===== src/rtl/uart_regbank_v2.sv =====
// rtl/uart_regbank_v2.sv - APB-side UART register bank with RX FIFO, W1C status and interrupt
module uart_regbank_v2 #(
  parameter int ADDR_W    = 8,
  parameter int RX_DW     = 8,
  parameter int RXF_DEPTH = 8,
  parameter int LVL_W     = $clog2(RXF_DEPTH + 1)
) (
  input  logic              PCLK,
  input  logic              PRESET,
  input  logic              regif_sel,
  input  logic              regif_enable,
  input  logic              regif_write,
  input  logic [ADDR_W-1:0] regif_addr,
  input  logic [31:0]       regif_wdata,
  input  logic [3:0]        regif_strb,
  output logic [31:0]       regif_rdata,
  output logic              regif_slverr,
  input  logic [RX_DW-1:0]  dout,
  input  logic              tx_done,
  input  logic              rx_done,
  input  logic              error,
  input  logic              BR_config_error,
  output logic [31:0]       baud_rate_tx,
  output logic [31:0]       baud_rate_rx,
  output logic [31:0]       frame_size,
  output logic [31:0]       parity_type,
  output logic [31:0]       clk_freq_reg,
  output logic [31:0]       transfer_data,
  output logic [31:0]       enable_reg,
  output logic              uart_enable,
  output logic              bclk_en,
  output logic              irq
);

  localparam int PTR_W = $clog2(RXF_DEPTH);

  localparam logic [ADDR_W-1:0] A_BAUD_TX   = ADDR_W'(8'h00);
  localparam logic [ADDR_W-1:0] A_FRAME     = ADDR_W'(8'h04);
  localparam logic [ADDR_W-1:0] A_PARITY    = ADDR_W'(8'h08);
  localparam logic [ADDR_W-1:0] A_CTRL      = ADDR_W'(8'h0C);
  localparam logic [ADDR_W-1:0] A_BAUD_RX   = ADDR_W'(8'h10);
  localparam logic [ADDR_W-1:0] A_INT_EN    = ADDR_W'(8'h14);
  localparam logic [ADDR_W-1:0] A_TX_DATA   = ADDR_W'(8'h18);
  localparam logic [ADDR_W-1:0] A_CLK_FREQ  = ADDR_W'(8'h1C);
  localparam logic [ADDR_W-1:0] A_STATUS    = ADDR_W'(8'h20);
  localparam logic [ADDR_W-1:0] A_RX_DATA   = ADDR_W'(8'h24);
  localparam logic [ADDR_W-1:0] A_FIFO_STAT = ADDR_W'(8'h28);

  logic [31:0]      baud_tx_q, frame_q, parity_q, ctrl_q;
  logic [31:0]      baud_rx_q, int_en_q, tx_data_q, clk_freq_q;
  logic [31:0]      ctrl_nxt;
  logic [4:0]       status_q, status_nxt;
  logic [RX_DW-1:0] fifo_mem [RXF_DEPTH];
  logic [PTR_W-1:0] wr_ptr, rd_ptr;
  logic [LVL_W-1:0] level;

  logic        access, rd_acc, wr_acc, wr_commit;
  logic        mapped, is_ro, is_ctrl, is_status, is_rx_data;
  logic        fifo_empty, fifo_full, pop, push, overflow;
  logic [31:0] rd_mux, fifo_stat;

  function automatic logic [31:0] merge(input logic [31:0] old, input logic [31:0] nw,
                                        input logic [3:0] strb);
    logic [31:0] r;
    r = old;
    for (int b = 0; b < 4; b++)
      if (strb[b]) r[8*b +: 8] = nw[8*b +: 8];
    return r;
  endfunction

  assign access     = regif_sel & regif_enable;
  assign rd_acc     = access & ~regif_write;
  assign wr_acc     = access & regif_write;
  assign is_ctrl    = (regif_addr == A_CTRL);
  assign is_status  = (regif_addr == A_STATUS);
  assign is_rx_data = (regif_addr == A_RX_DATA);

  assign fifo_empty = (level == '0);
  assign fifo_full  = (level == LVL_W'(RXF_DEPTH));
  assign fifo_stat  = {16'd0, 8'(level), 6'd0, fifo_full, fifo_empty};

  always_comb begin
    mapped = 1'b1;
    is_ro  = 1'b0;
    rd_mux = '0;
    case (regif_addr)
      A_BAUD_TX:   rd_mux = baud_tx_q;
      A_FRAME:     rd_mux = frame_q;
      A_PARITY:    rd_mux = parity_q;
      A_CTRL:      rd_mux = ctrl_q;
      A_BAUD_RX:   rd_mux = baud_rx_q;
      A_INT_EN:    rd_mux = int_en_q;
      A_TX_DATA:   rd_mux = tx_data_q;
      A_CLK_FREQ:  rd_mux = clk_freq_q;
      A_STATUS:    rd_mux = {27'd0, status_q};
      A_RX_DATA: begin
        is_ro  = 1'b1;
        rd_mux = fifo_empty ? 32'd0 : 32'(fifo_mem[rd_ptr]);
      end
      A_FIFO_STAT: begin
        is_ro  = 1'b1;
        rd_mux = fifo_stat;
      end
      default:     mapped = 1'b0;
    endcase
  end

  // A CTRL write while a baud configuration error is pending is refused.
  assign regif_slverr = access & (~mapped
                                  | (regif_write & is_ro)
                                  | (~regif_write & is_rx_data & fifo_empty)
                                  | (regif_write & is_ctrl & status_q[3]));

  assign regif_rdata = rd_acc ? rd_mux : 32'd0;
  assign wr_commit   = wr_acc & ~regif_slverr;

  assign pop      = rd_acc & is_rx_data & ~fifo_empty;
  assign overflow = rx_done & fifo_full & ~pop;
  assign push     = rx_done & ~overflow;

  always_comb begin
    ctrl_nxt = ctrl_q;
    if (wr_commit && is_ctrl) ctrl_nxt = merge(ctrl_q, regif_wdata, regif_strb);
    if (tx_done) ctrl_nxt[0] = 1'b0;
  end

  // Events are OR-ed in after the W1C clear so a coincident event survives.
  always_comb begin
    status_nxt = status_q;
    if (wr_commit && is_status && regif_strb[0]) status_nxt = status_q & ~regif_wdata[4:0];
    status_nxt = status_nxt | {overflow, BR_config_error, tx_done, rx_done, error};
  end

  always_ff @(posedge PCLK or posedge PRESET) begin
    if (PRESET) begin
      baud_tx_q  <= '0;
      frame_q    <= '0;
      parity_q   <= '0;
      ctrl_q     <= '0;
      baud_rx_q  <= '0;
      int_en_q   <= '0;
      tx_data_q  <= '0;
      clk_freq_q <= '0;
      status_q   <= '0;
      wr_ptr     <= '0;
      rd_ptr     <= '0;
      level      <= '0;
      bclk_en    <= 1'b0;
      irq        <= 1'b0;
    end else begin
      ctrl_q   <= ctrl_nxt;
      status_q <= status_nxt;
      irq      <= |(status_q & int_en_q[4:0]);
      bclk_en  <= wr_commit & ((regif_addr == A_BAUD_TX) | (regif_addr == A_BAUD_RX)
                               | (regif_addr == A_CLK_FREQ));
      if (wr_commit) begin
        case (regif_addr)
          A_BAUD_TX:  baud_tx_q  <= merge(baud_tx_q,  regif_wdata, regif_strb);
          A_FRAME:    frame_q    <= merge(frame_q,    regif_wdata, regif_strb);
          A_PARITY:   parity_q   <= merge(parity_q,   regif_wdata, regif_strb);
          A_BAUD_RX:  baud_rx_q  <= merge(baud_rx_q,  regif_wdata, regif_strb);
          A_INT_EN:   int_en_q   <= merge(int_en_q,   regif_wdata, regif_strb);
          A_TX_DATA:  tx_data_q  <= merge(tx_data_q,  regif_wdata, regif_strb);
          A_CLK_FREQ: clk_freq_q <= merge(clk_freq_q, regif_wdata, regif_strb);
          default:    ;
        endcase
      end
      if (push) wr_ptr <= wr_ptr + PTR_W'(1);
      if (pop)  rd_ptr <= rd_ptr + PTR_W'(1);
      level <= level + LVL_W'(push) - LVL_W'(pop);
    end
  end

  // Storage needs no reset: the head is masked whenever the level is zero.
  always_ff @(posedge PCLK) begin
    if (push) fifo_mem[wr_ptr] <= dout;
  end

  assign baud_rate_tx  = baud_tx_q;
  assign frame_size    = frame_q;
  assign parity_type   = parity_q;
  assign enable_reg    = ctrl_q;
  assign baud_rate_rx  = baud_rx_q;
  assign transfer_data = tx_data_q;
  assign clk_freq_reg  = clk_freq_q;
  assign uart_enable   = ctrl_q[0];

endmodule


===== config.mk =====
export PLATFORM = sky130hd
export DESIGN_NAME = uart_regbank_v2
export DESIGN_NICKNAME = d
export VERILOG_FILES = /design/src/rtl/uart_regbank_v2.sv
export SDC_FILE = /design/constraint.sdc
export NUM_CORES = 1
export LEC_CHECK = 0
export CAP_MARGIN = 20
export CORE_MARGIN = 2
export CORE_UTILIZATION = 35
export CTS_BUF_LIST = sky130_fd_sc_hd__clkbuf_4
export DETAILED_ROUTE_END_ITERATION = 8
export GPL_TIMING_DRIVEN = 0
export SLEW_MARGIN = 20
export SYNTH_ARGS = -nofsm -noshare
export SYNTH_HDL_FRONTEND = slang
export SYNTH_SLANG_ARGS = --single-unit

===== constraint.sdc =====
create_clock -name PCLK -period 28.5 [get_ports PCLK]
set_clock_uncertainty 0.05 [all_clocks]
set_input_delay 8.55 -clock PCLK [delete_from_list [all_inputs] [get_ports PCLK]]
set_output_delay 8.55 -clock PCLK [all_outputs]
set_load 0.02 [all_outputs]

==> impl_metrics.yaml <==
critical_path:
  crit_chain: "clkdlybuf4s50_1 -> buf_2 -> buf_2 -> buf_1 -> buf_1 -> a31oi_1 -> a211oi_1 -> clkdlybuf4s50_1"
  slowest_stage: "buf_1"
  path_buf_inv: 6
  crit_required_ns: 19.90
  cp.arrival_ns: 12.53
  critPathTopFamily: "buffers and inverters"
  cpPeakStageDelay_ns: 0.78
  cp-end-kind: "output port"
  cp-start-kind: "input port"
  crit_fanout: 10
  crit_type: "in -> out"
global_route:
  grt_pass1_wl_um: 84700
  grt_pass1_vias: 12300
  antenna_found_initial: 7
  grt-ovfl-total: 0
  grtUsageTotal_pct: 25.2
  grt_max_degree: 102
floorplan:
  die_h_um: 214
  rows: 76
  boundaryPins: 321
  initial_core_util_pct: 35.6
  core_area_um2: 43300
  fp.dieArea_um2: 45800
  fp.dieW_um: 214
synth:
  synth_area_um2: 15400
  synth_seq_area_share_pct: 56.8
  synth.ff_latch_count: 337
  yosysWarnings: 0
  synth.distinct_cells: 63
  synth_area_leader_cell: "dfrtp_1"
  avgSynthCellArea_um2: 14.2
  yosysMostFrequentCell: "dfrtp_1"
  synth_commonest_cells: "dfrtp_1, mux2_2, edfxtp_1"
  syn_inst: 1088
  synth_top_area_share_pct: 44.3
  async_flop_share_pct: 81.0
  synth_edf_count: 64
  synthTopCellsByArea: "dfrtp_1, mux2_2, edfxtp_1"
  synth_ff_type: "dfrtp_1"
  syn-num-nets: 1158
pwr:
  p_seq_share_pct: 48.9
  combinationalPowerShare_pct: 9.7
  vdd_ir_drop_max_uv: 56.6
  power_density_nw_per_um2: 52.4
  switchingPower_mw: 0.290
  p_leak_nw: 8.64
  p_int_mw: 0.791
  switching_share_pct: 26.8
  clkPwrFrac_pct: 41.4
clock_tree:
  cts_hold_buf: 0
  cts_tree: "yes"
  h-tree-depth: 3
  path_clk_slew_ns: 0.06
  numCtsBuffers: 93
  cts_root_buf: "clkbuf_4"
  cts_max_path_buffers: 3
  clock-sinks: 337
  postCtsSetupBuffers: 0
  worstSkewPairLatency_ns: 0.81
  ctsResizeCount: 0
routing:
  drc: 0
  drt-initial-drc-count: 984
  avgViaCountPerCell: 5.47
  postRouteAntennaNets: 0
  wl_per_cell_um: 26.9
  totalWireLength_um: 58200
  firstDrtPassIters: 6
  vias: 11800
placement:
  detailed_place_hpwl_um: 41200
  numPortBuffers: 317
  place.gp.congestion: 0.871
timing:
  worst_hold_slack_ns: 0.456
  min_period_over_period_pct: 74.2
  hold_viol_final: 0
  max-slew-margin-rel_pct: 19.1
  slew_viol_final: 0
  rsz0062_at_grt: "no"
  finalSetupViolations: 0
  worst-slew-pin-transition_ns: 1.21
  fin_setup_tns_ns: 0
  min_period_ns: 21.13
  clock.fmax_mhz: 47.3
final_layout:
  layout-drive-gt1-share_pct: 33.1
  final_nets: 1573
  area_delta_synth_final_pct: 33.9
  largest_register_ffs: 64
  regMostFlops: "fifo_mem"
outcome:
  status: "finished, final reports clean"
flow_run:
  maxCapViolCount: 0
worst_hold_path:
  hold_path_class: "reg -> reg"
## layout make-up
type                            instances  area (µm²)
Buffer                                 49         223
Timing Repair Buffer                  320        3260
Multi-Input combinational cell        694        6420
Tap cell                              585         732
Antenna cell                            2        5.00
Fill cell                            3991       22600
Clock inverter                         27         141
Sequential cell                       337        8750
Inverter                                8        40.0
Clock buffer                          143        1070
## layout by cell type, fill, tap and decap left out, drive strengths merged, types with 24 or more instances in the layout
cell type,count
clkdlybuf4s50,317
dfrtp,273
mux2,273
clkbuf,160
edfxtp,64
nand2,60
nor2,55
buf,35
a22oi,34
mux2i,34
a21oi,33
mux4,33
nor3,24
## power groups by stage
stage / sequential, mW / clock, mW / combinational [mW]
6_report: 0.529 / 0.447 / 0.105
3_5_place_dp: 0.539 / 0 / 0.105
5_1_grt: 0.531 / 0.485 / 0.114
3_3_place_gp: 0.537 / 0 / 0.101
4_1_cts: 0.529 / 0.459 / 0.106
2_1_floorplan: 0.537 / 0 / 0.0556
## worst reg2reg max path, cell delays in order, from the launching register on
cell,delay [ns]
dfrtp_1,0.38
inv_1,0.06
ha_1,0.17
nor3b_1,0.20
nor4b_4,0.52
o21a_4,0.26
inv_4,0.07
ha_1,0.28
inv_1,0.04
ha_1,0.20
fa_1,0.41
xor2_1,0.17
## routing by layer
| layer | share of wire, % | global-route usage, % |
|---|---|---|
| met5 | 0.11 | 0 |
| met4 | 4.3 | 12.6 |
| met3 | 8.9 | 7.47 |
| met2 | 46 | 39.6 |
| met1 | 40 | 31.6 |
## kinds of logic (layout without fill, tap and decap cells)
group	Yosys count	in the layout	synth area share (%)
buf+inv	57	547	1.65
compound gates	153	153	6.90
xor+xnor	6	6	0.341
mux	340	340	27.0
flops	337	337	56.8
fa+ha+maj	9	9	0.779
other cells	0	2	0
simple gates	186	186	6.62
## worst paths after layout
path | startpoint | endpoint | slack [ns] | depth (start not counted)
max in group asynchronous | PRESET | level[2] | 18.73 | 5
hold reg to reg | int_en_q[8] | int_en_q[8] | 0.46 | 1
min in group asynchronous | PRESET | baud_rate_rx[18] | 8.14 | 2
setup reg to reg | level[3] | level[2] | 25.52 | 11
hold / removal | int_en_q[8] | int_en_q[8] | 0.46 | 1
setup / recovery | regif_addr[4] | regif_rdata[20] | 7.37 | 8
## through the flow
step	power, mW	std cells	util, %	instance area [µm²]	setup WS (ns)
after global routing	1.13	2165	47.7	20600	7.31
after global placement	0.638	1990	44.7	19300	7.49
after detailed placement	0.644	1993	44.9	19400	7.42
final	1.08	2165	47.7	20600	7.37
after CTS	1.09	2163	47.7	20600	7.41
after floorplan	0.592	1088	-	15400	9.53
(Power assumes the default switching activity.)
